[src/rtl/uart_pkg.sv]
// Shared UART definitions: FSM state encoding, data width and bit-period helper.
// Used by both the receiver and the transmitter; no logic, no latency.
// Backpressure: not applicable.
package uart_pkg;

  localparam int UART_DATA_BITS = 8;

  typedef enum logic [2:0] {
    UART_IDLE,
    UART_START,
    UART_DATA,
    UART_PARITY,
    UART_STOP,
    UART_RECOVER
  } uart_state_t;

  // Clock cycles per bit, rounded to nearest.
  function automatic int uart_bit_cyc(input int clk_hz, input int baud);
    return (clk_hz + baud / 2) / baud;
  endfunction

endpackage

[src/rtl/sync_fifo.sv]
// Generic single-clock FIFO with combinational head read.
// Latency: a push is visible on !empty the following cycle (no bypass).
// Backpressure: push is refused when full unless a pop happens in the same cycle.
module sync_fifo #(
  parameter int WIDTH = 8,
  parameter int DEPTH = 16
) (
  input  logic             core_clk,
  input  logic             arst_n,
  input  logic             push_vld,
  input  logic [WIDTH-1:0] push_dat,
  output logic             full,
  input  logic             pop_rdy,
  output logic [WIDTH-1:0] pop_dat,
  output logic             empty
);

  localparam int AW = $clog2(DEPTH);

  logic [WIDTH-1:0] mem [DEPTH];
  logic [AW:0]      wr_ptr;
  logic [AW:0]      rd_ptr;
  logic             do_push;
  logic             do_pop;

  // Extra pointer MSB distinguishes full from empty.
  assign empty   = (wr_ptr == rd_ptr);
  assign full    = (wr_ptr[AW] != rd_ptr[AW]) && (wr_ptr[AW-1:0] == rd_ptr[AW-1:0]);
  assign do_pop  = pop_rdy && !empty;
  assign do_push = push_vld && (!full || do_pop);
  assign pop_dat = mem[rd_ptr[AW-1:0]];

  always_ff @(posedge core_clk or negedge arst_n) begin
    if (!arst_n) begin
      wr_ptr <= '0;
      rd_ptr <= '0;
      for (int i = 0; i < DEPTH; i++) mem[i] <= '0;
    end else begin
      if (do_push) begin
        mem[wr_ptr[AW-1:0]] <= push_dat;
        wr_ptr              <= wr_ptr + (AW+1)'(1);
      end
      if (do_pop) rd_ptr <= rd_ptr + (AW+1)'(1);
    end
  end

endmodule

[src/rtl/uart_rx.sv]
// UART receiver (8N1, or 8E1 with UART_RX_PARITY_EN) feeding a receive FIFO.
// Latency: rd_valid rises the cycle after the stop-bit sample; error pulses likewise.
// Backpressure: none on the line; a byte arriving to a full FIFO without a pop is dropped with overrun.
import uart_pkg::*;

module uart_rx #(
  parameter int CLK_HZ     = 30_000_000,
  parameter int BAUD       = 115200,
  parameter int FIFO_DEPTH = 16
) (
  input  logic       sys_clk,
  input  logic       sys_rst_n,
  input  logic       rx,
  output logic [7:0] rd_data,
  output logic       rd_valid,
  input  logic       rd_ready,
  output logic       frame_err,
  output logic       overrun,
  output logic       parity_err
);

  localparam int BIT_CYC = uart_bit_cyc(CLK_HZ, BAUD);
  localparam int HALF    = BIT_CYC / 2;
  localparam int CW      = $clog2(BIT_CYC);
  localparam int BW      = $clog2(UART_DATA_BITS);
  localparam logic [CW-1:0] CNT_FULL = CW'(BIT_CYC - 1);
  localparam logic [CW-1:0] CNT_HALF = CW'(HALF - 1);
  localparam logic [BW-1:0] BIT_LAST = BW'(UART_DATA_BITS - 1);

  logic                      rx_meta, rx_s;
  uart_state_t               state_q, state_d;
  logic [CW-1:0]             cnt_q, cnt_d;
  logic [UART_DATA_BITS-1:0] shreg_q, shreg_d;
  logic [BW-1:0]             bit_q, bit_d;
  logic                      tick;
  logic                      push_vld;
  logic                      fe_d;
  logic                      fifo_full, fifo_empty;
`ifdef UART_RX_PARITY_EN
  logic                      par_bad_q, par_bad_d;
  logic                      pe_d;
`endif

  assign tick = (cnt_q == '0);

  always_comb begin
    state_d  = state_q;
    cnt_d    = cnt_q;
    shreg_d  = shreg_q;
    bit_d    = bit_q;
    push_vld = 1'b0;
    fe_d     = 1'b0;
`ifdef UART_RX_PARITY_EN
    par_bad_d = par_bad_q;
    pe_d      = 1'b0;
`endif
    case (state_q)
      UART_IDLE: begin
        if (!rx_s) begin
          cnt_d   = CNT_HALF;
          state_d = UART_START;
        end
      end
      UART_START: begin
        if (!tick) cnt_d = cnt_q - CW'(1);
        else if (rx_s) state_d = UART_IDLE;
        else begin
          cnt_d   = CNT_FULL;
          bit_d   = '0;
          state_d = UART_DATA;
        end
      end
      UART_DATA: begin
        if (!tick) cnt_d = cnt_q - CW'(1);
        else begin
          shreg_d = {rx_s, shreg_q[UART_DATA_BITS-1:1]};
          cnt_d   = CNT_FULL;
          bit_d   = bit_q + BW'(1);
`ifdef UART_RX_PARITY_EN
          if (bit_q == BIT_LAST) state_d = UART_PARITY;
`else
          if (bit_q == BIT_LAST) state_d = UART_STOP;
`endif
        end
      end
`ifdef UART_RX_PARITY_EN
      UART_PARITY: begin
        if (!tick) cnt_d = cnt_q - CW'(1);
        else begin
          par_bad_d = rx_s ^ (^shreg_q);
          cnt_d     = CNT_FULL;
          state_d   = UART_STOP;
        end
      end
`endif
      UART_STOP: begin
        if (!tick) cnt_d = cnt_q - CW'(1);
        else if (rx_s) begin
`ifdef UART_RX_PARITY_EN
          if (par_bad_q) pe_d = 1'b1;
          else           push_vld = 1'b1;
`else
          push_vld = 1'b1;
`endif
          state_d = UART_IDLE;
        end else begin
          fe_d    = 1'b1;
          state_d = UART_RECOVER;
        end
      end
      // Hold off until the line returns high so a break is reported once.
      UART_RECOVER: begin
        if (rx_s) state_d = UART_IDLE;
      end
      default: state_d = UART_IDLE;
    endcase
  end

  always_ff @(posedge sys_clk or negedge sys_rst_n) begin
    if (!sys_rst_n) begin
      rx_meta   <= 1'b1;
      rx_s      <= 1'b1;
      state_q   <= UART_IDLE;
      cnt_q     <= '0;
      shreg_q   <= '0;
      bit_q     <= '0;
      frame_err <= 1'b0;
      overrun   <= 1'b0;
    end else begin
      rx_meta   <= rx;
      rx_s      <= rx_meta;
      state_q   <= state_d;
      cnt_q     <= cnt_d;
      shreg_q   <= shreg_d;
      bit_q     <= bit_d;
      frame_err <= fe_d;
      overrun   <= push_vld && fifo_full && !(rd_ready && rd_valid);
    end
  end

`ifdef UART_RX_PARITY_EN
  always_ff @(posedge sys_clk or negedge sys_rst_n) begin
    if (!sys_rst_n) begin
      par_bad_q  <= 1'b0;
      parity_err <= 1'b0;
    end else begin
      par_bad_q  <= par_bad_d;
      parity_err <= pe_d;
    end
  end
`else
  assign parity_err = 1'b0;
`endif

  assign rd_valid = !fifo_empty;

  sync_fifo #(
    .WIDTH (UART_DATA_BITS),
    .DEPTH (FIFO_DEPTH)
  ) u_fifo (
    .core_clk (sys_clk),
    .arst_n   (sys_rst_n),
    .push_vld (push_vld),
    .push_dat (shreg_q),
    .full     (fifo_full),
    .pop_rdy  (rd_ready),
    .pop_dat  (rd_data),
    .empty    (fifo_empty)
  );

endmodule
[config.mk]
export PLATFORM = sky130hd
export DESIGN_NAME = uart_rx
export DESIGN_NICKNAME = d
export VERILOG_FILES = /design/src/rtl/uart_pkg.sv /design/src/rtl/sync_fifo.sv /design/src/rtl/uart_rx.sv
export SDC_FILE = /design/constraint.sdc
export NUM_CORES = 1
export LEC_CHECK = 0
export ABC_AREA = 1
export CAP_MARGIN = 10
export CORE_AREA = 2 2 162 164
export DETAILED_ROUTE_END_ITERATION = 7
export DIE_AREA = 0 0 164 166
export PLACE_DENSITY = 0.58
export SYNTH_ARGS = -nofsm -noshare
export SYNTH_HDL_FRONTEND = slang
export SYNTH_SLANG_ARGS = --single-unit
export TNS_END_PERCENT = 30
[constraint.sdc]
create_clock -name sys_clk -period 4.25 [get_ports sys_clk]
set_input_delay 1.275 -clock sys_clk [delete_from_list [all_inputs] [get_ports sys_clk]]
set_output_delay 1.275 -clock sys_clk [all_outputs]
set_load 0.03 [all_outputs]
==> flow_metrics.py <==
metrics = {
    "sta": {
        "worstMarginPinSlew_ps": 976,
        "finalCriticalPeriod_ps": 3770,
        "finalSetupViolCount": 0,
        "fin_hold_ws_ps": 358,
        "fin_skew_ps": 12.5,
        "slew_violations": 0,
        "hold_viol": 0,
        "min_period_over_period_pct": 88.7,
        "fmax_ghz": 0.265,
        "setup_ws_ps": 481,
        "grt_setup_unrepaired": "false",
        "slew_headroom_pct": 34.9,
        "setup_tns_ps": 0,
    },
    "synth": {
        "synth_area_leaders": "dfrtp_1 46%, nand2_1 16%, nand4_1 9.3%",
        "synth_flop_cell": "dfrtp_1",
        "synth_edf_count": 0,
        "async_reset_ff_share_pct": 100,
        "syn-num-nets": 1122,
        "synth_top_area_share_pct": 46.5,
        "syn_avg_cell_area_sq_um": 7.91,
        "synth_commonest_cells": "374 x nand2_1, 163 x dfrtp_1, 131 x nand4_1",
        "yosysTopAreaCell": "dfrtp_1",
        "synth-seq-cells": 165,
        "yosysSeqAreaShare_pct": 47.1,
        "ys_warn_count": 0,
        "synth.most_common_cell": "nand2_1",
        "ys_types": 34,
        "synthCells": 1110,
        "netlist_area_sq_mm": 0.00877,
    },
    "floorplanning": {
        "dieArea_sq_mm": 0.0272,
        "core.rowCount": 59,
        "coreArea_sq_mm": 0.0256,
        "die_h_um": 166,
        "num_io_pins": 16,
        "start_util_pct": 34.3,
        "die_w_um": 164,
    },
    "critical_path": {
        "cp_data_required_time_ps": 2970,
        "r2r-start": "cnt_q[0]",
        "critical_path_class": "reg2out",
        "worst-r2r-cell-count": 10,
        "worstReg2RegEnd": "u_fifo.mem[30]",
        "path_max_fanout": 67,
        "cp-end-kind": "primary output",
        "cp-start-kind": "flop",
        "crit_arrival_ps": 2490,
        "reg2reg_slack_ps": 1550,
    },
    "pwr": {
        "power_density_mw_per_mm2": 348,
        "ir_drop_v": 0.000204,
        "clockPowerShare_pct": 52.7,
        "p_seq_share_pct": 46.1,
        "combPwrFrac_pct": 1.2,
        "p_int_mw": 2.70,
        "power.switching_mw": 0.712,
        "p_leak_nw": 4.91,
        "swShare_pct": 20.9,
    },
    "clocking": {
        "clockRootBuffer": "clkbuf_16",
        "cts_resized": 0,
        "post-cts-setup-buffers": 0,
        "clock_tree.buffer_depth": 2,
        "clk_pin_slew_worst_paths_ps": 70,
        "clk_latency_ps": 440,
        "cts.sinks": 165,
        "cts_hold_buf": 0,
        "cts_tree": "built",
        "h-tree-depth": 4,
        "cts_inserted_buffers": 17,
    },
    "layout": {
        "syn_to_final_growth_pct": 11.7,
        "nets": 1104,
        "final_util_pct": 38.3,
        "drive_gt1_share_pct": 7.60,
        "diodes": 0,
        "fill_cells": 2610,
    },
    "run_status": {
        "outcome": "complete, no violations",
    },
    "global_routing": {
        "grt.busiest_layer": "met2",
        "grt.met2_usage_pct": 28.2,
        "grt_overflow_total": 0,
        "grt_pass1_wl_mm": 40.4,
        "grt_max_degree": 68,
        "grtUsageMet1_pct": 27.4,
        "grt.total_usage_pct": 18.7,
        "grt_pass1_vias": 7417,
        "grt.met3_usage_pct": 3.27,
        "antenna_found_initial": 0,
    },
    "route": {
        "wl_mm": 24.1,
        "postRouteAntennaNets": 0,
        "vias": 7547,
        "wire_per_inst_um": 16.7,
        "drtIter0Drc": 526,
        "drc": 0,
        "detail_route.first_pass.iterations": 7,
        "via_per_inst": 5.24,
    },
    "place": {
        "pre_cts_slack_ps": 852,
        "place.gp.congestion": 0.789,
        "hpwl_mm": 15.2,
        "io_buffers": 14,
    },
    "worst_hold_path": {
        "holdPathStages": 0,
        "worstHoldStart": "rx_meta",
        "worstHoldPathType": "reg2reg",
        "hold_path_end": "rx_s",
    },
    "job": {
        "drv_cap": 0,
    },
}
[layout make-up]
type | count | area (sq um) | area share, %
multi-input cells | 834 | 4080 | 41.6
inverters | 37 | 139 | 1.42
repair buffers | 37 | 357 | 3.64
clock inverters | 13 | 228 | 2.32
clock buffers | 19 | 443 | 4.52
flip-flops and latches | 165 | 4130 | 42.2
well taps | 335 | 419 | 4.28
[sequential cells by signal, indices dropped and copies added (netlist names)]
name           flops
u_fifo.mem       128
shreg_q            8
overrun            1
frame_err          1
rx_meta            1
rx_s               1
u_fifo.wr_ptr      5
state_q            3
bit_q              3
u_fifo.rd_ptr      5
cnt_q              9
[routing by layer]
layer | vias to the layer above | share of wire [%]
li1 | 3686 | -
met3 | 22 | 4.7
met2 | 197 | 45
met1 | 3642 | 49
met5 | - | 0
met4 | 0 | 1.1
[through the flow]
step                power [mW]  instance area (sq um)  cells
detailed placement        1.65                   9130   1408
floorplan                 1.61                   8770   1110
global placement          1.65                   9130   1408
CTS                       3.43                   9800   1440
finish                    3.41                   9800   1440
global route              3.50                   9800   1440
[critical path: stages (launching register included)]
cell	delay (ps)
dfrtp_2	370
buf_4	550
o21ai_0	180
o21ai_0	310
nor2_1	70
o21bai_1	360
buf_12	170
[cells by family after synthesis]
group,share of synthesized area (%)
AND/OR/NAND/NOR,35.6
flip-flops,47.1
AO/OA/AOI/OAI,7.19
buffers and inverters,6.54
XOR/XNOR,1.50
adder cells (fa/ha/maj),1.14
multiplexers,0.913
other,0.0427
[power groups by stage]
stage	Clock, mW	Combinational [mW]	Sequential (mW)
finish	1.80	0.0403	1.57
global route	1.88	0.0476	1.57
CTS	1.82	0.0435	1.57
floorplan	0	0.00306	1.60
detailed placement	0	0.0432	1.60
global placement	0	0.0435	1.60
[cell usage in the layout, fill, tap and decap left out, drive strengths merged, types with 12 or more instances in the layout]
cell      n
nand2   376
nand3    50
nand4   131
inv      36
o211ai   12
dfrtp   163
nor2    124
buf      32
clkbuf   19
o21ai    86
[how the worst max path moves through the flow]
stage,end,cells past startpoint,slack (ps),startpoint
6_report,rd_data[0],6,480,u_fifo.rd_ptr[1]
5_1_grt,rd_data[1],6,320,u_fifo.rd_ptr[1]
4_1_cts,rd_data[0],6,500,u_fifo.rd_ptr[1]
3_5_place_dp,u_fifo.mem[41],8,850,rd_ready
3_3_place_gp,u_fifo.mem[39],8,890,rd_ready
2_1_floorplan,rd_data[1],8,1300,u_fifo.rd_ptr[0]
Power figures use the tool's default switching activity.
